===== src/rtl/dcache_ctrl_if.sv =====
// rtl/dcache_ctrl_if.sv - CPU, SRAM and memory signal bundle for the dcache controller
// Signal suffixes are from the controller's point of view.
interface dcache_ctrl_if;
   logic [31:0]  cpu_addr_i;
   logic [31:0]  cpu_data_i;
   logic         cpu_MemRead_i;
   logic         cpu_MemWrite_i;
   logic [31:0]  cpu_data_o;
   logic         cpu_stall_o;

   logic [3:0]   sram_addr_o;
   logic [24:0]  sram_tag_o;
   logic [255:0] sram_data_o;
   logic         sram_enable_o;
   logic         sram_write_o;
   logic [24:0]  sram_tag_i;
   logic [255:0] sram_data_i;
   logic         sram_hit_i;

   logic [31:0]  mem_addr_o;
   logic [255:0] mem_data_o;
   logic         mem_enable_o;
   logic         mem_write_o;
   logic [255:0] mem_data_i;
   logic         mem_ack_i;

   modport slave (
      input  cpu_addr_i, cpu_data_i, cpu_MemRead_i, cpu_MemWrite_i,
      output cpu_data_o, cpu_stall_o,
      output sram_addr_o, sram_tag_o, sram_data_o, sram_enable_o, sram_write_o,
      input  sram_tag_i, sram_data_i, sram_hit_i,
      output mem_addr_o, mem_data_o, mem_enable_o, mem_write_o,
      input  mem_data_i, mem_ack_i
   );

   modport master (
      output cpu_addr_i, cpu_data_i, cpu_MemRead_i, cpu_MemWrite_i,
      input  cpu_data_o, cpu_stall_o,
      input  sram_addr_o, sram_tag_o, sram_data_o, sram_enable_o, sram_write_o,
      output sram_tag_i, sram_data_i, sram_hit_i,
      input  mem_addr_o, mem_data_o, mem_enable_o, mem_write_o,
      output mem_data_i, mem_ack_i
   );
endinterface


===== src/rtl/dcache_ctrl.sv =====
// rtl/dcache_ctrl.sv - write-back, write-allocate L1 dcache controller
// Lookup and write-hit merge are combinational; the miss path is a registered FSM.
module dcache_ctrl (
   input  logic         clk_i,
   input  logic         rst_i,
   dcache_ctrl_if.slave bus
);

   typedef enum logic [2:0] {
      IDLE,
      MISS,
      WRITEBACK,
      READMISS,
      READMISSOK
   } state_t;

   state_t        state_q, state_d;
   logic          mem_enable_q, mem_enable_d;
   logic          mem_write_q, mem_write_d;
   logic [31:0]   mem_addr_q, mem_addr_d;
   logic [255:0]  mem_data_q, mem_data_d;

   logic          req;
   logic          write_hit;
   logic          refill_we;
   logic [22:0]   cpu_tag;
   logic [3:0]    index;
   logic [2:0]    offset;
   logic [255:0]  merged_line;
   logic          addr_unused;

   assign req         = bus.cpu_MemRead_i | bus.cpu_MemWrite_i;
   assign cpu_tag     = bus.cpu_addr_i[31:9];
   assign index       = bus.cpu_addr_i[8:5];
   assign offset      = bus.cpu_addr_i[4:2];
   assign addr_unused = ^bus.cpu_addr_i[1:0];

   // Stores only commit from IDLE; during READMISSOK the re-lookup hits but the merge waits a cycle.
   assign write_hit = (state_q == IDLE) & bus.cpu_MemWrite_i & bus.sram_hit_i;
   assign refill_we = (state_q == READMISS) & bus.mem_ack_i;

   always_comb begin
      merged_line = bus.sram_data_i;
      merged_line[{offset, 5'b0} +: 32] = bus.cpu_data_i;
   end

   assign bus.sram_enable_o = req | refill_we;
   assign bus.sram_write_o  = write_hit | refill_we;
   assign bus.sram_addr_o   = index;
   assign bus.sram_tag_o    = {1'b1, write_hit, cpu_tag};
   assign bus.sram_data_o   = refill_we ? bus.mem_data_i : merged_line;

   assign bus.cpu_data_o  = bus.sram_data_i[{offset, 5'b0} +: 32];
   assign bus.cpu_stall_o = (state_q != IDLE) | (req & ~bus.sram_hit_i);

   assign bus.mem_enable_o = mem_enable_q;
   assign bus.mem_write_o  = mem_write_q;
   assign bus.mem_addr_o   = mem_addr_q;
   assign bus.mem_data_o   = mem_data_q;

   always_comb begin
      state_d      = state_q;
      mem_enable_d = mem_enable_q;
      mem_write_d  = mem_write_q;
      mem_addr_d   = mem_addr_q;
      mem_data_d   = mem_data_q;
      unique case (state_q)
         IDLE: begin
            if (req && !bus.sram_hit_i) state_d = MISS;
         end
         MISS: begin
            // The SRAM is presenting the LRU victim here since the lookup missed.
            mem_enable_d = 1'b1;
            if (bus.sram_tag_i[24] && bus.sram_tag_i[23]) begin
               mem_write_d = 1'b1;
               mem_addr_d  = {bus.sram_tag_i[22:0], index, 5'b0};
               mem_data_d  = bus.sram_data_i;
               state_d     = WRITEBACK;
            end else begin
               mem_write_d = 1'b0;
               mem_addr_d  = {cpu_tag, index, 5'b0};
               state_d     = READMISS;
            end
         end
         WRITEBACK: begin
            if (bus.mem_ack_i) begin
               mem_write_d = 1'b0;
               mem_addr_d  = {cpu_tag, index, 5'b0};
               state_d     = READMISS;
            end
         end
         READMISS: begin
            if (bus.mem_ack_i) begin
               mem_enable_d = 1'b0;
               state_d      = READMISSOK;
            end
         end
         READMISSOK: state_d = IDLE;
         default:    state_d = IDLE;
      endcase
   end

   always_ff @(posedge clk_i) begin
      if (rst_i) begin
         state_q      <= IDLE;
         mem_enable_q <= 1'b0;
         mem_write_q  <= 1'b0;
         mem_addr_q   <= 32'h0;
         mem_data_q   <= 256'h0;
      end else begin
         state_q      <= state_d;
         mem_enable_q <= mem_enable_d;
         mem_write_q  <= mem_write_d;
         mem_addr_q   <= mem_addr_d;
         mem_data_q   <= mem_data_d;
      end
   end

endmodule


===== src/flat_wrapper.sv =====
// flat-port wrapper written by rule: the top's interface ports become plain ports
module dcache_ctrl_flat 
  (clk_i, rst_i, bus_cpu_addr_i, bus_cpu_data_i, bus_cpu_MemRead_i, bus_cpu_MemWrite_i, bus_cpu_data_o, bus_cpu_stall_o, bus_sram_addr_o, bus_sram_tag_o, bus_sram_data_o, bus_sram_enable_o, bus_sram_write_o, bus_sram_tag_i, bus_sram_data_i, bus_sram_hit_i, bus_mem_addr_o, bus_mem_data_o, bus_mem_enable_o, bus_mem_write_o, bus_mem_data_i, bus_mem_ack_i);
  dcache_ctrl_if bus_i ();
  input  logic clk_i;
  input  logic rst_i;
  input wire logic [$bits(bus_i.cpu_addr_i)-1:0] bus_cpu_addr_i;
  input wire logic [$bits(bus_i.cpu_data_i)-1:0] bus_cpu_data_i;
  input wire logic [$bits(bus_i.cpu_MemRead_i)-1:0] bus_cpu_MemRead_i;
  input wire logic [$bits(bus_i.cpu_MemWrite_i)-1:0] bus_cpu_MemWrite_i;
  output wire logic [$bits(bus_i.cpu_data_o)-1:0] bus_cpu_data_o;
  output wire logic [$bits(bus_i.cpu_stall_o)-1:0] bus_cpu_stall_o;
  output wire logic [$bits(bus_i.sram_addr_o)-1:0] bus_sram_addr_o;
  output wire logic [$bits(bus_i.sram_tag_o)-1:0] bus_sram_tag_o;
  output wire logic [$bits(bus_i.sram_data_o)-1:0] bus_sram_data_o;
  output wire logic [$bits(bus_i.sram_enable_o)-1:0] bus_sram_enable_o;
  output wire logic [$bits(bus_i.sram_write_o)-1:0] bus_sram_write_o;
  input wire logic [$bits(bus_i.sram_tag_i)-1:0] bus_sram_tag_i;
  input wire logic [$bits(bus_i.sram_data_i)-1:0] bus_sram_data_i;
  input wire logic [$bits(bus_i.sram_hit_i)-1:0] bus_sram_hit_i;
  output wire logic [$bits(bus_i.mem_addr_o)-1:0] bus_mem_addr_o;
  output wire logic [$bits(bus_i.mem_data_o)-1:0] bus_mem_data_o;
  output wire logic [$bits(bus_i.mem_enable_o)-1:0] bus_mem_enable_o;
  output wire logic [$bits(bus_i.mem_write_o)-1:0] bus_mem_write_o;
  input wire logic [$bits(bus_i.mem_data_i)-1:0] bus_mem_data_i;
  input wire logic [$bits(bus_i.mem_ack_i)-1:0] bus_mem_ack_i;
  assign bus_i.cpu_addr_i = bus_cpu_addr_i;
  assign bus_i.cpu_data_i = bus_cpu_data_i;
  assign bus_i.cpu_MemRead_i = bus_cpu_MemRead_i;
  assign bus_i.cpu_MemWrite_i = bus_cpu_MemWrite_i;
  assign bus_cpu_data_o = bus_i.cpu_data_o;
  assign bus_cpu_stall_o = bus_i.cpu_stall_o;
  assign bus_sram_addr_o = bus_i.sram_addr_o;
  assign bus_sram_tag_o = bus_i.sram_tag_o;
  assign bus_sram_data_o = bus_i.sram_data_o;
  assign bus_sram_enable_o = bus_i.sram_enable_o;
  assign bus_sram_write_o = bus_i.sram_write_o;
  assign bus_i.sram_tag_i = bus_sram_tag_i;
  assign bus_i.sram_data_i = bus_sram_data_i;
  assign bus_i.sram_hit_i = bus_sram_hit_i;
  assign bus_mem_addr_o = bus_i.mem_addr_o;
  assign bus_mem_data_o = bus_i.mem_data_o;
  assign bus_mem_enable_o = bus_i.mem_enable_o;
  assign bus_mem_write_o = bus_i.mem_write_o;
  assign bus_i.mem_data_i = bus_mem_data_i;
  assign bus_i.mem_ack_i = bus_mem_ack_i;
  dcache_ctrl u_core (.clk_i(clk_i), .rst_i(rst_i), .bus(bus_i));
endmodule

===== config.mk =====
export PLATFORM = sky130hd
export DESIGN_NAME = dcache_ctrl_flat
export DESIGN_NICKNAME = d
export VERILOG_FILES = /design/src/rtl/dcache_ctrl_if.sv /design/src/rtl/dcache_ctrl.sv /design/src/flat_wrapper.sv
export SDC_FILE = /design/constraint.sdc
export NUM_CORES = 1
export LEC_CHECK = 0
export BUFFER_PORTS_ARGS = -buffer_cell sky130_fd_sc_hd__buf_2
export CAP_MARGIN = 30
export CORE_AREA = 2 2 474 476
export CTS_CLUSTER_DIAMETER = 120
export CTS_CLUSTER_SIZE = 20
export DETAILED_ROUTE_END_ITERATION = 8
export DIE_AREA = 0 0 476 478
export MAX_ROUTING_LAYER = met4
export SYNTH_ARGS = -nofsm -noshare
export SYNTH_HDL_FRONTEND = slang
export SYNTH_SLANG_ARGS = --single-unit

===== constraint.sdc =====
create_clock -name clk_i -period 3 [get_ports clk_i]
set_input_delay 0.15 -clock clk_i [delete_from_list [all_inputs] [get_ports clk_i]]
set_output_delay 0.15 -clock clk_i [all_outputs]
set_load 0.1 [all_outputs]

==> metrics.md <==
| Metric | Value |
|---|---|
| Status | `completed` |
| Post-synth top area share | `29.26%` |
| First-pass GRT wire length | `362.3 mm` |
| CP Launch Type | `flip-flop` |
| Min cycle time layout | `2.919 ns` |
| FF+latch count, synth | `approximately 290` |
| Initial antenna violation count | `between 200 and 300` |
| I/O pin total | `1217` |
| Gr usage total | `about a quarter` |
| DR pass1 iterations | `5` |
| Core Area | `around 220000 µm²` |
| Antenna viol nets, final | `0` |
| Mapped Avg Cell Area | `~7.3 µm²` |
| Max-slew violations | `0` |
| Tightest Pin Transition | `1.036 ns` |
| Largest stage delay, worst path | `0.41 ns` |
| Fin util | `17.15%` |
| Cts bufs inserted | `23` |
| Final Hold Fails | `0` |
| Fin crit share | `97.30%` |
| Routability congestion estimate | `around 0.98` |
| Grt ovf | `0` |
| Fmax achieved | `about 0.34 GHz` |
| Synthesized area | `around 20000 µm²` |
| Total chip power | `20.62 mW` |
| Initial DRC count | `3268` |
| Hold Path Class | `input port to flip-flop` |
| CTS tree | `built` |
| Hpwl dp | `259.9 mm` |
| PwrDens | `538.9 nW/µm²` |
| Worst IR Drop VDD | `0.5379 mV` |
| Synth top area cells | `dfxtp_1 29%, nand3_1 10%, a21oi_1 8.5%` |
| Clock sink total | `about 290` |
| Layout Skew | `0.08317 ns` |
| Share of cells above drive strength 1 | `40.17%` |
| Largest net degree at the start of global routing | `154` |
| Initial Util | `8.830%` |
| Routed vias/inst | `~4.3` |
| H-Tree Level Count | `1` |
| Vias in the first global route | `around 29000` |
| Worst-Skew Late Latency | `0.71 ns` |
| Crit path capture type | `output pin` |
| Slowest-stage cell, CP | `dfxtp_1` |
| DRC | `0` |
| Synth area leader | `dfxtp_1` |
| Cells after DPL | `6676` |
| Endpoints failing setup | `0` |
| Clk root buf | `clkbuf_16` |
| Critical Path, Cell by Cell | `and4b_4, buf_12, buf_12, buf_4, nand2_1, o221ai_2, buf_12` |
| Synth-to-layout area growth | `94.20%` |
| Crit path kind | `flip-flop to output pin` |
| Netlist cell types | `52` |
| Deepest clock path buffer count | `3` |
| Post-synth EDFFs | `0` |
| Post-synthesis sequential area ratio | `between 20 and 30%` |
| Most used cell, CP | `buf_12` |
| Rel. slew slack | `30.84%` |
| Critical Path Fanout Max | `between 40 and 50` |
| Clk slew on worst S/H paths | `0.09 ns` |
| Vias after detailed routing | `30850` |
| Drt wl/cell | `just over 40 µm` |
| Static Leak | `15.09 nW` |
| Row cnt | `174` |
| Hold Path Stages | `4` |
| CP arrival | `2.77 ns` |
| Max-Cap Viols | `0` |
| Fin cells | `7242` |
| Detailed Route WL | `between 300 and 400 mm` |
| Asr flop ratio synth | `0%` |
| IO Port Bufs | `1208` |
| Critical path required time | `about 2.9 ns` |
| Layout Nets | `roughly 4700` |
| Die height | `478 µm` |
| Die X | `476 µm` |
| Synth Flop Type | `dfxtp_1` |
| Die area | `227500 µm²` |
| Reg2Reg Depth | `7` |
| Setup TNS | `0 ns` |
| Yosys warning total | `0` |
| Syn Inst Count | `2703` |
| RSZ-0062 raised after global routing | `no` |
==> placed cells by master (no fill, tap or decap), types with 132 or more instances in the layout <==
master	count
nand3_1	409
a21oi_1	298
dlygate4sd3_1	324
o21ai_0	314
buf_2	956
nand2_1	284
buf_12	283
o211ai_1	132
diode_2	197
dfxtp_1	288
buf_4	134
==> synthesized netlist by cell type, drive strengths merged (36+ instances only) <==
| master | count |
|---|---|
| nand3 | 411 |
| a21oi | 334 |
| o21ai | 319 |
| dfxtp | 288 |
| nand2 | 285 |
| clkbuf | 216 |
| buf | 176 |
| o211ai | 161 |
| nor2 | 113 |
| nand4 | 65 |
| mux4 | 64 |
| a221oi | 36 |
==> per-layer routing <==
metal / global-route usage, % / share of wire [%] / vias up
met5: - / 0 / -
met4: 10.59 / 5.2 / 0
met3: 11.99 / 13 / 476
met2: 39.04 / 43 / 2268
met1: 29.65 / 39 / 15170
li1: - / - / 12940
==> critical path: cells and delay by family (launching register included) <==
kind / cells / cell delay (ns)
buf+inv: 4 / 0.92
simple gates: 2 / 0.49
flops: 1 / 0.41
compound gates: 1 / 0.18
==> per-stage QoR <==
stage	worst slack, ns	instance area, µm²	hold slack (ns)
2_1_floorplan	-0.2084	20260	0.2977
3_3_place_gp	-0.2241	33640	0.4210
3_5_place_dp	0.1473	33650	0.4277
4_1_cts	0.04273	37770	0.001465
5_1_grt	0.007954	38190	0.06593
6_report	0.08109	38260	0.04904
==> registers in the layout, summed over array words and instances, names as in the netlist <==
signal / flops
u_core.bus.mem_data_o: 256
u_core.bus.mem_addr_o: 27
u_core.state_q: 3
u_core.bus.mem_enable_o: 1
u_core.bus.mem_write_o: 1
==> cell type report <==
type                    instances  area, µm²
diodes                        197      493.0
clock buffers                  26      596.8
clock inverters                11      161.4
fillers                     25370     184900
inverters                      18      70.07
multi-input cells            2009      12650
flip-flops and latches        288       5766
well taps                    2992       3744
repair buffers               1701      14790
==> timing repair <==
item                       CTS  global route
hold endpoints to repair   286             0
hold buffers               324             0
setup endpoints to repair  147             0
gates resized for setup      1             0
setup buffers                7             0
==> where the power goes <==
part / switching (mW) / leakage [nW] / internal (mW)
Clock: 1.96 / 0.371 / 1.59
Sequential: 0.125 / 2.33 / 4.05
Combinational: 9.66 / 12.4 / 3.23
==> worst paths after layout <==
path	slack, ns	endpoint	start
worst max-delay path	0.08	bus_sram_data_o[163]	u_core.state_q[0]
worst min-delay path	0.05	u_core.bus.mem_data_o[241]	bus_sram_data_i[241]
worst max register to register	0.15	u_core.bus.mem_data_o[127]	u_core.state_q[0]
worst min register to register	0.47	u_core.bus.mem_addr_o[5]	u_core.bus.mem_addr_o[5]
==> logic make-up (layout without fill, tap and decap cells) <==
kind of cell             count (synthesis)  in the layout  synth area share, %
AND/OR/NAND/NOR                        992            992                24.29
adder cells (fa/ha/maj)                  6              6               0.3810
flip-flops                             288            288                29.26
buffers and inverters                  410           1756                9.404
multiplexers                            64             64                7.315
other                                    2            203              0.03811
AO/OA/AOI/OAI                          941            941                29.31
Note: power is estimated with default switching activity, not from simulation.
